File: src/rtl/turtle_mem_dump_pkg.sv
// ============================================================================
// Module   : turtle_mem_dump_pkg
// Brief    : Shared turtle CPU dump types: FSM states, regions, frame header.
// Revision : 1.0 - initial release
// ============================================================================
`default_nettype none

package turtle_mem_dump_pkg;

    typedef enum logic [2:0] {
        IDLE      = 3'd0,
        SEND_HDR  = 3'd1,
        RD_REQ    = 3'd2,
        RD_WAIT   = 3'd3,
        SEND_BYTE = 3'd4,
        SEND_SUM  = 3'd5,
        FINISH    = 3'd6
    } dump_state_t;

    typedef enum logic {
        REGION_DMEM = 1'b0,
        REGION_RF   = 1'b1
    } dump_region_t;

    localparam logic [7:0] DUMP_HEADER_BYTE = 8'hA5;

endpackage

`default_nettype wire

File: src/rtl/turtle_mem_dump_tx_reg.sv
// ============================================================================
// Module   : turtle_mem_dump_tx_reg
// Brief    : Valid/ready output holding register; data is frozen until accepted.
// Revision : 1.0 - initial release
// ============================================================================
`default_nettype none

module turtle_mem_dump_tx_reg #(
    parameter int WIDTH = 8
) (
    input  logic             clk,
    input  logic             rst,
    input  logic             i_load,
    input  logic [WIDTH-1:0] i_data,
    input  logic             i_ready,
    output logic [WIDTH-1:0] o_data,
    output logic             o_valid,
    output logic             o_accept
);

    assign o_accept = o_valid & i_ready;

    always_ff @(posedge clk or posedge rst) begin
        if (rst) begin
            o_data  <= '0;
            o_valid <= 1'b0;
        end else if (i_load) begin
            o_data  <= i_data;
            o_valid <= 1'b1;
        end else if (o_accept) begin
            o_valid <= 1'b0;
        end
    end

endmodule

`default_nettype wire

File: src/rtl/turtle_mem_dump.sv
// ============================================================================
// Module   : turtle_mem_dump
// Brief    : Streams header, data memory, register file (and optional checksum
//            when TURTLE_MEM_DUMP_CHECKSUM_EN is defined) as a byte frame.
// Revision : 1.0 - initial release
// ============================================================================
`default_nettype none

module turtle_mem_dump
    import turtle_mem_dump_pkg::*;
#(
    parameter int         DMEM_ADDR_WIDTH = 8,
    parameter int         RF_DEPTH        = 16,
    parameter int         RF_ADDR_WIDTH   = $clog2(RF_DEPTH),
    parameter logic [7:0] HEADER_BYTE     = DUMP_HEADER_BYTE
) (
    input  logic                       clk,
    input  logic                       reset,
    input  logic                       start,
    output logic                       dmem_rd_en,
    output logic [DMEM_ADDR_WIDTH-1:0] dmem_rd_addr,
    input  logic [7:0]                 dmem_rd_data,
    output logic                       rf_rd_en,
    output logic [RF_ADDR_WIDTH-1:0]   rf_rd_addr,
    input  logic [7:0]                 rf_rd_data,
    output logic [7:0]                 tx_data,
    output logic                       tx_valid,
    input  logic                       tx_ready,
    output logic                       busy,
    output logic                       done
);

    // Extra index bit lets "last entry" be detected as index+1 == size.
    localparam int IDX_W = ((DMEM_ADDR_WIDTH > RF_ADDR_WIDTH) ? DMEM_ADDR_WIDTH : RF_ADDR_WIDTH) + 1;
    localparam logic [IDX_W-1:0] C_DMEM_SIZE = IDX_W'(2**DMEM_ADDR_WIDTH);
    localparam logic [IDX_W-1:0] C_RF_SIZE   = IDX_W'(RF_DEPTH);

    dump_state_t      r_state;
    dump_region_t     r_region;
    logic [IDX_W-1:0] r_index;
`ifdef TURTLE_MEM_DUMP_CHECKSUM_EN
    logic [7:0]       r_checksum;
`endif

    logic [IDX_W-1:0] w_index_nxt;
    logic             w_region_end;
    logic             w_accept;
    logic             w_load;
    logic [7:0]       w_load_data;

    assign w_index_nxt  = r_index + 1'b1;
    assign w_region_end = (r_region == REGION_DMEM) ? (w_index_nxt == C_DMEM_SIZE)
                                                    : (w_index_nxt == C_RF_SIZE);

    always_comb begin
        w_load      = 1'b0;
        w_load_data = 8'h00;
        case (r_state)
            IDLE: begin
                if (start) begin
                    w_load      = 1'b1;
                    w_load_data = HEADER_BYTE;
                end
            end
            RD_WAIT: begin
                w_load      = 1'b1;
                w_load_data = (r_region == REGION_DMEM) ? dmem_rd_data : rf_rd_data;
            end
`ifdef TURTLE_MEM_DUMP_CHECKSUM_EN
            SEND_BYTE: begin
                // Checksum byte must include the RF byte being accepted right now.
                if (w_accept && w_region_end && (r_region == REGION_RF)) begin
                    w_load      = 1'b1;
                    w_load_data = r_checksum + tx_data;
                end
            end
`endif
            default: ;
        endcase
    end

    turtle_mem_dump_tx_reg #(
        .WIDTH (8)
    ) u_tx_reg (
        .clk      (clk),
        .rst      (reset),
        .i_load   (w_load),
        .i_data   (w_load_data),
        .i_ready  (tx_ready),
        .o_data   (tx_data),
        .o_valid  (tx_valid),
        .o_accept (w_accept)
    );

    always_ff @(posedge clk or posedge reset) begin
        if (reset) begin
            r_state      <= IDLE;
            r_region     <= REGION_DMEM;
            r_index      <= '0;
            dmem_rd_en   <= 1'b0;
            dmem_rd_addr <= '0;
            rf_rd_en     <= 1'b0;
            rf_rd_addr   <= '0;
            busy         <= 1'b0;
            done         <= 1'b0;
        end else begin
            dmem_rd_en <= 1'b0;
            rf_rd_en   <= 1'b0;
            done       <= 1'b0;
            case (r_state)
                IDLE: begin
                    if (start) begin
                        r_state  <= SEND_HDR;
                        busy     <= 1'b1;
                        r_index  <= '0;
                        r_region <= REGION_DMEM;
                    end
                end
                SEND_HDR: begin
                    if (w_accept) begin
                        r_state      <= RD_REQ;
                        dmem_rd_en   <= 1'b1;
                        dmem_rd_addr <= '0;
                    end
                end
                RD_REQ:  r_state <= RD_WAIT;
                RD_WAIT: r_state <= SEND_BYTE;
                SEND_BYTE: begin
                    if (w_accept) begin
                        if (!w_region_end) begin
                            r_state <= RD_REQ;
                            r_index <= w_index_nxt;
                            if (r_region == REGION_DMEM) begin
                                dmem_rd_en   <= 1'b1;
                                dmem_rd_addr <= w_index_nxt[DMEM_ADDR_WIDTH-1:0];
                            end else begin
                                rf_rd_en   <= 1'b1;
                                rf_rd_addr <= w_index_nxt[RF_ADDR_WIDTH-1:0];
                            end
                        end else if (r_region == REGION_DMEM) begin
                            r_state    <= RD_REQ;
                            r_region   <= REGION_RF;
                            r_index    <= '0;
                            rf_rd_en   <= 1'b1;
                            rf_rd_addr <= '0;
                        end else begin
`ifdef TURTLE_MEM_DUMP_CHECKSUM_EN
                            r_state <= SEND_SUM;
`else
                            r_state <= FINISH;
                            busy    <= 1'b0;
                            done    <= 1'b1;
`endif
                        end
                    end
                end
`ifdef TURTLE_MEM_DUMP_CHECKSUM_EN
                SEND_SUM: begin
                    if (w_accept) begin
                        r_state <= FINISH;
                        busy    <= 1'b0;
                        done    <= 1'b1;
                    end
                end
`endif
                FINISH:  r_state <= IDLE;
                default: r_state <= IDLE;
            endcase
        end
    end

`ifdef TURTLE_MEM_DUMP_CHECKSUM_EN
    always_ff @(posedge clk or posedge reset) begin
        if (reset) begin
            r_checksum <= 8'h00;
        end else if ((r_state == IDLE) && start) begin
            r_checksum <= 8'h00;
        end else if (w_accept) begin
            r_checksum <= r_checksum + tx_data;
        end
    end
`endif

endmodule

`default_nettype wire

File: config.mk
export PLATFORM = sky130hd
export DESIGN_NAME = turtle_mem_dump
export DESIGN_NICKNAME = d
export VERILOG_FILES = /design/src/rtl/turtle_mem_dump_pkg.sv /design/src/rtl/turtle_mem_dump_tx_reg.sv /design/src/rtl/turtle_mem_dump.sv
export SDC_FILE = /design/constraint.sdc
export NUM_CORES = 1
export LEC_CHECK = 0
export CAP_MARGIN = 5
export CORE_UTILIZATION = 51
export CTS_CLUSTER_DIAMETER = 120
export DETAILED_ROUTE_END_ITERATION = 8
export PLACE_DENSITY = 0.85
export SLEW_MARGIN = 15
export SYNTH_ARGS = -nofsm -noshare
export SYNTH_HDL_FRONTEND = slang
export SYNTH_SLANG_ARGS = --single-unit
File: constraint.sdc
create_clock -name clk -period 2.6 [get_ports clk]
set_clock_uncertainty 0.1 [all_clocks]
set_input_delay 0.52 -clock clk [delete_from_list [all_inputs] [get_ports clk]]
set_output_delay 0.52 -clock clk [all_outputs]
set_load 0.01 [all_outputs]
# Yosys cells after proc, flatten, opt, wreduce, memory -nomap -nowiden
# Cells that the tools add are included.
# word_totals
regBits	38
word_cells	87
# classes
mux	48
n_eq_ne	15
bitwise	1
reduce_logical	11
addsub	1
# op_table
operator	n
two-way mux 8 bit	6
two-way mux 9 bit	4
one-hot mux 8 bit (2 select lines)	2
two-way mux 1 bit	22
one-hot mux 9 bit (2 select lines)	1
two-way mux 3 bit	5
one-hot mux 3 bit (5 select lines)	1
two-way mux 4 bit	3
inequality test 2 bit, second input constant	6
AND reduction 4 bit	3
AND reduction 5 bit	2
adder 9 x 1 -> 9 bit, second input constant	1
equality test 9 x 5 -> 1 bit, second input constant	1
equality test 9 bit, second input constant	1
one-hot mux 1 bit (2 select lines)	4
nonzero test 2 bit	4
equality test 3 x 2 -> 1 bit, second input constant	2
inequality test 2 x 1 -> 1 bit, second input constant	2
equality test 3 x 1 -> 1 bit, second input constant	1
equality test 3 bit, second input constant	1
logical NOT 3 bit	1
inequality test 3 bit, second input constant	1
AND reduction 3 bit	1
bitwise AND 1 bit	1

# Logic depth before layout (Yosys ltp)
# logic_depth
word_depth	6
mapped_depth	8
depth_no_buf	7

# Cells and area by module
# From an unflattened synthesis, not the netlist that was laid out.
# hier_totals
cells_unflattened	195
hier_area_um2	2200.9
# by_module_without_submodules
module	seq_area_each_um2	cells_each	n_inst	area_each_um2
turtle_mem_dump	725.7	173	1	1821.7
turtle_mem_dump_tx_reg	225.2	22	1	379.1

# Worst setup path before layout
# Ideal clock, no wire load.
# synth_timing
path_type	flip-flop to flip-flop
start	register r_index[0]
end	register rf_rd_addr[2]
path_stages_with_launch	9
path_buffers	1
path_slack_ns	0.344
t_arrival_ns	2.031
t_required_ns	2.375
path_cell_list	dfrtp_1 -> ha_1 -> buf_4 -> nand4_4 -> mux2i_2 -> o22ai_4 -> a21bo_1 -> a31oi_4 -> mux2_4
# synth_between
elab_chain_cells	5
word_cells_on_any_way	9
# synth_rtl
item	line_no	text
from (decl)	turtle_mem_dump.sv:40	logic [IDX_W-1:0] r_index;
from (signal assigned)	turtle_mem_dump.sv:132	r_index <= w_index_nxt;
adder 9 x 1 -> 9 bit *	turtle_mem_dump.sv:51	assign w_index_nxt = r_index + 1'b1;
equality test 9 bit / equality test 9 x 5 -> 1 bit (equally long branches)	turtle_mem_dump.sv:52, turtle_mem_dump.sv:53	
two-way mux 1 bit	turtle_mem_dump.sv:52	assign w_region_end = (r_region == REGION_DMEM) ? (w_index_nxt == C_DMEM_SIZE)
inequality test 2 bit (no line) / nonzero test 2 bit (equally long branches)	n/a	
AND reduction 4 bit (no line)	n/a	
to (signal assigned)	turtle_mem_dump.sv:138	rf_rd_addr <= w_index_nxt[RF_ADDR_WIDTH-1:0];
to (decl)	turtle_mem_dump.sv:24	output logic [RF_ADDR_WIDTH-1:0] rf_rd_addr,
# Mark *: on every way between the ends. The rest lies on a longest branch, timed or not. The select of a mux whose other input is x is not followed.
# A chain may end at the register's enable or synchronous reset.

# Final worst setup path
# layout_timing
start	register r_index[1]
end	register rf_rd_addr[3]
# Same word-level chain as after synthesis.

==> metrics.md <==
| Metric | Value |
|---|---|
| Chip Width | between 60 and 70 microns |
| Crit path DAT | around 2.5 ns |
| DRC | 0 |
| Max_slew headroom | 0.6911 |
| Flop2flop setup slack | 0.18 ns |
| Pwr per Cell Area | approximately 650 nW/um^2 |
| P_leak | about 0.0011 uW |
| Grt peak-use layer | met2 |
| Fraction of registers with async set/reset | 1.000 |
| Largest net degree at the start of global routing | 39 |
| Crit. End Element | register |
| Post-synth top cells | 38 x dfrtp_1, 23 x nand2_1, 13 x nor2_1 |
| Pre-CTS setup slack | ~0.12 ns |
| Seq/Total Area, Yosys | 0.4497 |
| Die area | ~4400 sq um |
| Initial antenna violation count | 0 |
| Peak VDD IR | ~0.41 mV |
| Clock-pin slew on the worst setup and hold paths | ~0.07 ns |
| Syn Std Cell Area | ~2100 sq um |
| Antenna cells | 0 |
| DP HPWL | between 3000 and 4000 microns |
| Final Instance Area | 2691 sq um |
| Met1 Resource Use GR | 0.3067 |
| Cells after synthesis | about 200 |
| RR Endpoint | rf_rd_addr[3]$_DFFE_PP0P_ |
| Worst-Margin Slew | around 0.46 ns |
| Share of layout cells above drive strength 1 | 0.1406 |
| Post-route ant nets | 0 |
| Register bit count reported by yosys | 38 |
| Reg2reg start | r_index[1]$_DFFE_PP0P_ |
| Post-Layout Cell Count | roughly 300 |
| Reg2Reg Depth | 7 |
| Fmax | a little over 400 MHz |
| Max Cap Viol | 0 |
| Avg Inst Size Synth | approximately 11 sq um |
| Final Wtd Congestion | ~0.86 |
| Area share of the largest cell type after synthesis | 0.4497 |
| Setup crit start kind | register |
| CP required | ~2.7 ns |
| Layout fillers | roughly 320 |
| Clock sink count | 38 |
| Wire per inst | roughly 15 microns |
| Min Tclk post-route | roughly 2.4 ns |
| Final setup fails | 0 |
| Hold crit path type | register to register |
| Area grow syn2layout | 27.28% |
| Initial drt markers | between 100 and 150 |
| Worst setup endpoint | rf_rd_addr[3]$_DFFE_PP0P_ |
| Clock tree buffer depth | 2 |
| PnR worst setup slack | approximately 0.18 ns |
| Vias in the first global route | between 1,500 and 2,000 |
| Fin. Hold Viols | 0 |
| Grt total ovfl | 0 |
| # rows | 23 |
| Critical path class | register to register |
| CTS Buf Count | 5 |
| Initial Util | 0.5286 |
| Post-route setup TNS | 0 ns |
| Post-synthesis net count | roughly 220 |
| Yosys cell types | 52 |
| Root buffer cell | clkbuf_8 |
| Number of synthesized flops with an enable pin | 0 |
| CORE AREA | approximately 4000 sq um |
| Largest cells by area after synthesis | dfrtp_1 45%, mux2i_1 4.3%, nand2_1 4.1%, a32o_1 3.3%, nand3_1 2.6% |
| Ys Warns | 0 |
| Vias per cell | about 5.6 |
| Final Slew Violations | 0 |
| First-pass DRT Iterations | 4 |
| Biggest area consumer among synthesized cells | dfrtp_1 |
| Die Ht | about 66 microns |
| Tcrit/Tclk final | 0.9304 |
| TritonCTS clock tree | yes |
| Via Count | 1,682 |
| CP startpoint | r_index[1]$_DFFE_PP0P_ |
| Critical path peak fanout | 7 |
| DP Cell Count | a little under 300 |
| Post-DP Area | ~2600 sq um |
| Primary FF master, synth | dfrtp_1 |
| Clk Latency, worst-skew pair | around 0.30 ns |
| Met2 Track Usage GR | 0.3597 |
| Total track usage | 0.2297 |
| # IOs | 45 |
| RSZ-0062 raised after global routing | false |
| Final wirelength | between 4000 and 5000 microns |
| Met3 usage | 0.03966 |
| Library cell with the highest instance count after synthesis | dfrtp_1 |
| NumNets Final | around 270 |
| H-tree depth | 2 |
| Final Hold Slack | about 0.38 ns |
| Status | complete, no violations |
| Buffers on Ports | 44 |
| First-pass GRT wire length | around 7400 microns |
==> through the flow <==
stage / util / power (uW)
after CTS: 0.6722 / 1769
after global routing: 0.6728 / 1862
after detailed placement: 0.6525 / 1385
after floorplan: - / 1095
after global placement: 0.6525 / 1372
final: 0.6728 / 1757
==> power breakdown <==
part           internal (uW)  leakage [uW]  switching, uW
clock network            180     0.0000438            205
registers                691      0.000492           81.8
logic                    305      0.000600            294
==> cell families after synthesis <==
family                     Yosys count  synth area share
and+or+nand+nor                     75            0.1982
AOI/OAI and AO/OA                   45            0.1805
DFF                                 38            0.4497
buffers and inverters               20           0.04793
muxes                               14           0.07396
xor gates and xnor gates             7           0.03787
adders and majority gates            2           0.01183
==> registers in the layout, summed over array words and instances, names as in the netlist <==
| name | count |
|---|---|
| u_tx_reg.o_valid | 1 |
| r_index | 9 |
| r_state | 3 |
| dmem_rd_en | 1 |
| rf_rd_addr | 4 |
| r_region | 1 |
| dmem_rd_addr | 8 |
| u_tx_reg.o_data | 8 |
| rf_rd_en | 1 |
| busy | 1 |
| done | 1 |
==> critical path: stages, from the launching register on <==
cell     delay (ns)
dfrtp_1        0.44
ha_2           0.32
nand3_2        0.12
and2_1         0.20
nor2_1         0.31
nand4_4        0.22
a31oi_4        0.27
mux2_4         0.32
==> metal layers <==
metal | up-vias | wire [microns]
met5 | - | 0
met4 | 0 | 118
met2 | 40 | 2109
met1 | 815 | 2028
li1 | 816 | -
met3 | 11 | 174
==> what timing repair did <==
item / in CTS / in global routing
hold buffers: 0 / 0
endpoints found under the setup margin: 0 / 2
gates resized for setup: 0 / 1
endpoints found under the hold margin: 0 / 0
buffers inserted: 0 / 0
==> cell usage in the layout (no fill, tap or decap), types with 2 or more instances in the layout <==
cell type / synthesis / final
a21bo_1: 2 / 2
a22o_1: 3 / 3
a32o_1: 7 / 7
and2_1: 5 / 5
and2_4: 2 / 2
and4_1: 2 / 2
buf_4: 4 / 8
clkbuf_8: 0 / 5
clkdlybuf4s50_1: 0 / 44
clkinv_2: 0 / 2
dfrtp_1: 38 / 38
inv_1: 9 / 9
mux2_2: 2 / 2
mux2_4: 2 / 2
mux2i_1: 9 / 9
nand2_1: 23 / 23
nand3_1: 11 / 11
nand3b_1: 3 / 3
nand4_4: 2 / 2
nor2_1: 13 / 13
nor2b_1: 2 / 2
nor3_1: 4 / 4
o211ai_1: 6 / 6
o21ai_0: 7 / 7
o22ai_1: 3 / 3
o2bb2ai_1: 4 / 4
xnor2_1: 4 / 4
xor2_1: 2 / 2
==> final cells by class <==
| type | count | area, sq um | share of cell area |
|---|---|---|---|
| sequential | 38 | 950.9 | 0.3533 |
| inverter | 9 | 33.78 | 0.01255 |
| multi-input combinational | 143 | 1065 | 0.3956 |
| clock buffer | 5 | 68.82 | 0.02557 |
| timing repair buffer | 52 | 500.5 | 0.1860 |
| tap | 50 | 62.56 | 0.02325 |
| clock inverter | 2 | 10.01 | 0.003719 |
==> how the worst min path moves through the flow <==
| stage | to | slack [ns] | from | depth (start not counted) |
|---|---|---|---|---|
| 6_report | u_tx_reg.o_data[1]$_DFFE_PP0P_ | 0.38 | u_tx_reg.o_data[1]$_DFFE_PP0P_ | 2 |
| 5_1_grt | dmem_rd_addr[7]$_DFFE_PP0P_ | 0.41 | dmem_rd_addr[7]$_DFFE_PP0P_ | 1 |
| 4_1_cts | u_tx_reg.o_data[1]$_DFFE_PP0P_ | 0.39 | u_tx_reg.o_data[1]$_DFFE_PP0P_ | 2 |
| 3_5_place_dp | u_tx_reg.o_data[1]$_DFFE_PP0P_ | 0.37 | u_tx_reg.o_data[1]$_DFFE_PP0P_ | 2 |
| 3_3_place_gp | u_tx_reg.o_data[3]$_DFFE_PP0P_ | 0.36 | u_tx_reg.o_data[3]$_DFFE_PP0P_ | 2 |
| 2_1_floorplan | r_state[0]$_DFFE_PP0P_ | 0.41 | r_state[0]$_DFFE_PP0P_ | 1 |
(Power assumes the default switching activity.)
